==> src/rtl/traffic_pkg.sv <==
// rtl/traffic_pkg.sv - shared state encoding and lamp constants for the intersection controller
package traffic_pkg;

   typedef enum logic [2:0] {
      ROW_GREEN  = 3'd0,
      ROW_YELLOW = 3'd1,
      ALL_RED_C  = 3'd2,
      COL_GREEN  = 3'd3,
      COL_YELLOW = 3'd4,
      ALL_RED_R  = 3'd5,
      FLASH      = 3'd6
   } tl_state_e;

   localparam logic [2:0] LIGHT_RED    = 3'b100;
   localparam logic [2:0] LIGHT_YELLOW = 3'b010;
   localparam logic [2:0] LIGHT_GREEN  = 3'b001;
   localparam logic [2:0] LIGHT_OFF    = 3'b000;

   // Successor in the normal day cycle; FLASH and unused codes restart at ROW_GREEN.
   function automatic tl_state_e next_normal(input tl_state_e s);
      case (s)
         ROW_GREEN:  return ROW_YELLOW;
         ROW_YELLOW: return ALL_RED_C;
         ALL_RED_C:  return COL_GREEN;
         COL_GREEN:  return COL_YELLOW;
         COL_YELLOW: return ALL_RED_R;
         default:    return ROW_GREEN;
      endcase
   endfunction

endpackage

==> src/rtl/binary_to_bcd.sv <==
// rtl/binary_to_bcd.sv - two-digit BCD conversion of a 7-bit value in the range 0..99
module binary_to_bcd (
   input  logic [6:0] binary,
   output logic [7:0] bcd
);

   logic [6:0] rest;
   logic [3:0] tens;

   // Nine conditional subtractions are enough to strip every ten from 0..99.
   always_comb begin
      rest = binary;
      tens = 4'd0;
      for (int i = 0; i < 9; i++) begin
         if (rest >= 7'd10) begin
            rest = rest - 7'd10;
            tens = tens + 4'd1;
         end
      end
      bcd = {tens, rest[3:0]};
   end

endmodule

==> src/rtl/tick_generator.sv <==
// rtl/tick_generator.sv - free-running divider producing a one-cycle tick every CLK_PER_SEC cycles
module tick_generator #(
   parameter int CLK_PER_SEC = 50_000_000
) (
   input  logic clock,
   input  logic reset,
   output logic tick
);

   localparam int CNT_W = $clog2(CLK_PER_SEC);
   localparam logic [CNT_W-1:0] LAST = CNT_W'(CLK_PER_SEC - 1);

   logic [CNT_W-1:0] count;

   assign tick = (count == LAST);

   always_ff @(posedge clock) begin
      if (!reset) begin
         count <= '0;
      end else if (tick) begin
         count <= '0;
      end else begin
         count <= count + 1'b1;
      end
   end

endmodule

==> src/rtl/traffic_light_controller.sv <==
// rtl/traffic_light_controller.sv - row/column intersection controller with all-red clearance, night flash and BCD countdowns
module traffic_light_controller
   import traffic_pkg::*;
#(
   parameter int CLK_PER_SEC = 50_000_000,
   parameter int GREEN_SEC   = 25,
   parameter int YELLOW_SEC  = 3,
   parameter int ALL_RED_SEC = 2
) (
   input  logic       clock,
   input  logic       reset,
   input  logic       night_mode,
   output logic [2:0] row_traffic_lights,
   output logic [2:0] column_traffic_lights,
   output logic [7:0] row_bcd,
   output logic [7:0] column_bcd
);

   if (CLK_PER_SEC < 2 || GREEN_SEC < 1 || YELLOW_SEC < 1 || ALL_RED_SEC < 1 ||
       GREEN_SEC + YELLOW_SEC + 2 * ALL_RED_SEC > 99) begin : g_bad_params
      $error("traffic_light_controller: illegal timing parameters");
   end

   localparam logic [6:0] G_SEC = 7'(GREEN_SEC);
   localparam logic [6:0] Y_SEC = 7'(YELLOW_SEC);
   localparam logic [6:0] A_SEC = 7'(ALL_RED_SEC);

   function automatic logic [6:0] duration(input tl_state_e s);
      case (s)
         ROW_GREEN, COL_GREEN:   return G_SEC;
         ROW_YELLOW, COL_YELLOW: return Y_SEC;
         default:                return A_SEC;
      endcase
   endfunction

   logic       tick;
   tl_state_e  state_q, state_d;
   logic [6:0] rem_q, rem_d;
   logic       flash_q, flash_d;
   logic [6:0] row_disp, col_disp;

   tick_generator #(
      .CLK_PER_SEC(CLK_PER_SEC)
   ) u_tick (
      .clock(clock),
      .reset(reset),
      .tick (tick)
   );

   always_ff @(posedge clock) begin
      if (!reset) begin
         state_q <= ROW_GREEN;
         rem_q   <= G_SEC;
         flash_q <= 1'b0;
      end else begin
         state_q <= state_d;
         rem_q   <= rem_d;
         flash_q <= flash_d;
      end
   end

   always_comb begin
      state_d               = state_q;
      rem_d                 = rem_q;
      flash_d               = flash_q;
      row_traffic_lights    = LIGHT_RED;
      column_traffic_lights = LIGHT_RED;
      row_disp              = 7'd0;
      col_disp              = 7'd0;

      // Night requests are only honoured on tick cycles and take priority over phase expiry.
      if (tick) begin
         if (state_q == FLASH) begin
            if (night_mode) begin
               flash_d = ~flash_q;
            end else begin
               state_d = ALL_RED_R;
               rem_d   = A_SEC;
               flash_d = 1'b0;
            end
         end else if (night_mode) begin
            state_d = FLASH;
            flash_d = 1'b1;
         end else if (rem_q == 7'd1) begin
            state_d = next_normal(state_q);
            rem_d   = duration(next_normal(state_q));
         end else begin
            rem_d = rem_q - 7'd1;
         end
      end

      // A red direction counts down to its next green; an active direction counts down to its red.
      case (state_q)
         ROW_GREEN: begin
            row_traffic_lights = LIGHT_GREEN;
            row_disp           = rem_q + Y_SEC;
            col_disp           = rem_q + Y_SEC + A_SEC;
         end
         ROW_YELLOW: begin
            row_traffic_lights = LIGHT_YELLOW;
            row_disp           = rem_q;
            col_disp           = rem_q + A_SEC;
         end
         ALL_RED_C: begin
            col_disp = rem_q;
            row_disp = rem_q + G_SEC + Y_SEC + A_SEC;
         end
         COL_GREEN: begin
            column_traffic_lights = LIGHT_GREEN;
            col_disp              = rem_q + Y_SEC;
            row_disp              = rem_q + Y_SEC + A_SEC;
         end
         COL_YELLOW: begin
            column_traffic_lights = LIGHT_YELLOW;
            col_disp              = rem_q;
            row_disp              = rem_q + A_SEC;
         end
         ALL_RED_R: begin
            row_disp = rem_q;
            col_disp = rem_q + G_SEC + Y_SEC + A_SEC;
         end
         FLASH: begin
            row_traffic_lights    = flash_q ? LIGHT_YELLOW : LIGHT_OFF;
            column_traffic_lights = flash_q ? LIGHT_YELLOW : LIGHT_OFF;
         end
         default: begin
            state_d = ROW_GREEN;
            rem_d   = G_SEC;
            flash_d = 1'b0;
         end
      endcase
   end

   binary_to_bcd u_row_bcd (
      .binary(row_disp),
      .bcd   (row_bcd)
   );

   binary_to_bcd u_col_bcd (
      .binary(col_disp),
      .bcd   (column_bcd)
   );

endmodule

==> config.mk <==
export PLATFORM = sky130hd
export DESIGN_NAME = traffic_light_controller
export DESIGN_NICKNAME = d
export VERILOG_FILES = /design/src/rtl/traffic_pkg.sv /design/src/rtl/binary_to_bcd.sv /design/src/rtl/tick_generator.sv /design/src/rtl/traffic_light_controller.sv
export SDC_FILE = /design/constraint.sdc
export NUM_CORES = 1
export LEC_CHECK = 0
export ABC_AREA = 1
export CORE_ASPECT_RATIO = 1.25
export CORE_UTILIZATION = 25
export CTS_CLUSTER_DIAMETER = 200
export DETAILED_ROUTE_END_ITERATION = 8
export HOLD_SLACK_MARGIN = 0.02
export PLACE_DENSITY_LB_ADDON = 0.3
export SLEW_MARGIN = 20
export SYNTH_ARGS = -nofsm -noshare
export SYNTH_HDL_FRONTEND = slang
export SYNTH_SLANG_ARGS = --single-unit
==> constraint.sdc <==
create_clock -name clock -period 32.2 [get_ports clock]
set_input_delay 6.44 -clock clock [delete_from_list [all_inputs] [get_ports clock]]
set_output_delay 6.44 -clock clock [all_outputs]
set_load 0.05 [all_outputs]
==> metrics.md <==
| Metric | Value |
|---|---|
| Placer Congestion | `0.879` |
| CTS tree | `done` |
| Inst Count DP | `1726` |
| CP Max Fanout | `11` |
| Die span in x | `158 um` |
| Post-Syn Instances | `1308` |
| VDD IR max | `0.0000280 V` |
| FP Rows | `71` |
| Slew Limit Fails | `0` |
| CP required | `25760 ps` |
| Reg2Reg Setup Slack | `29340 ps` |
| Most used cell, CP | `nand2_1` |
| Number of synthesized flops with an enable pin | `0` |
| Worst R2R End | `u_tick.count[24]` |
| CP endpoint kind | `output pin` |
| Port buffer count | `24` |
| Worst skew pair latency | `270 ps` |
| RR Startpoint | `u_tick.count[0]` |
| Fin cells | `1734` |
| Clk root buf | `clkbuf_16` |
| Crit path DAT | `11320 ps` |
| Nets@finish | `1387` |
| Actual slew at the worst max-slew pin | `868 ps` |
| Hold Crit Class | `reg2reg` |
| Inserted Clock Buffers | `5` |
| Mapped Avg Cell Area | `5.82 um^2` |
| Minimum clock period after layout | `17760 ps` |
| Commonest cells after routing, fill and taps aside | `404 x nand2_1, 173 x inv_1, 121 x nand3_1` |
| Wire length per cell | `10.6 um` |
| Max-slew headroom | `0.415` |
| Drt total wl | `18300 um` |
| Top FF cell, synth | `dfxtp_1` |
| Final worst-path cycle share | `0.552` |
| Post-Syn Nets | `1363` |
| Commonest non-fill, non-tap cell in the layout | `nand2_1` |
| Clock sinks | `37` |
| Setup violators final | `0` |
| Area Overhead vs Synth | `11.3%` |
| Final core occ | `0.282` |
| Pre-Repair DR Iteration Count | `4` |
| Share of cells above drive strength 1 | `0.179` |
| Core area | `30000 um^2` |
| Sequential area share after synthesis | `0.0973` |
| Fmax | `0.0563 GHz` |
| TNS Setup | `0 ps` |
| Post-synthesis cell type count | `46` |
| Initial Util | `0.254` |
| Leakage | `0.00438 uW` |
| Max cap viols | `0` |
| Startpoint of the worst hold path | `u_tick.count[0]` |
| CP max stage delay | `790 ps` |
| Yosys warning count | `0` |
| Worst path slowest cell | `clkdlybuf4s50_1` |
| # Post-CTS Setup Buffers | `0` |
| Clk slew on worst S/H paths | `60 ps` |
| Yosys reg bits | `37` |
| DIE AREA | `31200 um^2` |
| Cts repair resizes | `0` |
| Global-route wire length before repair | `32200 um` |
| Max clock buf depth | `2` |
| Vias in the first global route | `7428` |
| Mapped cell area | `7610 um^2` |
| Hold slack | `452 ps` |
| Pwr per Cell Area | `11.7 nW/um^2` |
| 1st-iter DRT viols | `307` |
| Final instance area | `8480 um^2` |
| RSZ-0062 raised after global routing | `false` |
| Remaining antenna violation count | `0` |
| CP startpoint kind | `flip-flop` |
| Worst Skew | `2.31 ps` |
| Die Y | `197 um` |
| I/O Pins | `25` |
| H-tree Lvls | `2` |
| Gr ovfl total | `0` |
| Drt drc | `0` |
| Post-Place Cell Area | `8320 um^2` |
| Hold Vio Cnt, Final | `0` |
| Antenna diodes | `0` |
| DR vias | `7700` |
| DP HPWL | `15400 um` |
| WHS Endpoint | `u_tick.count[0]` |
| Total GRT Usage | `0.121` |
| Status | `completed` |
| Worst hold path cell count | `1` |
| Hold_buf cts | `0` |
| Initial antenna violation count | `0` |
| Ys async rst share | `0` |
| Maximum number of pins on one net before global-route repair | `16` |
| DR vias/cell | `4.44` |
| R2R depth | `18` |
| WS Path Type | `reg2out` |
worst max-delay path: cells and delay by family (launching register included):
family / cells / cell delay, ps
buffers and inverters: 17 / 1950
and+or+nand+nor: 49 / 5510
adders and majority gates: 11 / 2390
DFF: 1 / 390
AOI/OAI and AO/OA: 4 / 780
kinds of logic (layout without fill, tap and decap cells):
family,count (synthesis),after routing,share of synthesized area
xor gates and xnor gates,35,35,0.0412
adders and majority gates,52,52,0.0854
and+or+nand+nor,849,849,0.578
AOI/OAI and AO/OA,115,115,0.0884
DFF,37,37,0.0973
buffers and inverters,220,245,0.110
cells in the mapped netlist (3+ instances only):
library cell	n	area, um^2
o22ai_1	3	18.8
nand2_4	17	191
nor2_2	28	175
a31oi_1	5	31.3
a211oi_1	6	45.0
nor2_4	17	191
ha_1	52	651
inv_2	40	150
nor2_1	79	297
o21ai_2	6	52.6
nand3_2	13	130
nor2_8	5	100
nand2_2	79	494
a21oi_2	6	52.6
nand4_1	28	175
o21ai_0	30	150
inv_1	173	649
nand3b_1	11	82.6
nand2_1	404	1520
xnor2_1	9	78.8
o21ai_1	21	105
o21bai_1	3	22.5
nor3_1	18	90.1
o211ai_1	4	30.0
xor2_1	25	219
nand3_4	10	175
nor3b_1	3	22.5
nor4_1	5	31.3
nand3_1	121	606
a21oi_1	28	140
dfxtp_1	37	741
stage by stage:
stage	setup WS (ps)	power (uW)
3_3_place_gp	14970	49.5
3_5_place_dp	14710	49.5
4_1_cts	14390	102
2_1_floorplan	16150	48.7
6_report	14440	99.3
5_1_grt	13150	103
area by class of cell:
| class | instances | area (um^2) |
|---|---|---|
| fillers | 3488 | 21500 |
| multi-input cells | 1051 | 6040 |
| inverters | 213 | 800 |
| flip-flops and latches | 37 | 741 |
| well taps | 401 | 502 |
| repair buffers | 24 | 240 |
| clock buffers | 7 | 153 |
| clock inverters | 1 | 5.00 |
layer usage:
layer / global-route usage / wire length [um] / up-vias
met5: 0 / 0 / -
met4: 0.0363 / 383 / 0
met3: 0.00856 / 367 / 32
met2: 0.236 / 9450 / 95
met1: 0.137 / 8090 / 3362
li1: - / - / 4211
sequential cells by signal, indices dropped and copies added (netlist names):
signal	cells
u_tick.count	26
rem_q	7
state_q	3
flash_q	1
power by group:
part / switching (uW) / leakage [uW] / internal (uW) / total, uW
sequential: 0.189 / 0.000299 / 46.1 / 46.3
combinational: 1.42 / 0.00400 / 0.722 / 2.15
clock: 18.1 / 0.0000799 / 32.8 / 50.8
total: 19.7 / 0.00438 / 79.6 / 99.3
how the worst max path moves through the flow:
stage             start             to  cells after the start
6_report       rem_q[1]  column_bcd[4]                     81
4_1_cts        rem_q[1]  column_bcd[4]                     81
3_5_place_dp   rem_q[1]  column_bcd[4]                     81
3_3_place_gp   rem_q[1]  column_bcd[4]                     83
2_1_floorplan  rem_q[1]  column_bcd[3]                     79
5_1_grt        rem_q[1]  column_bcd[4]                     81
No activity file was read; power rests on OpenSTA's default activity.
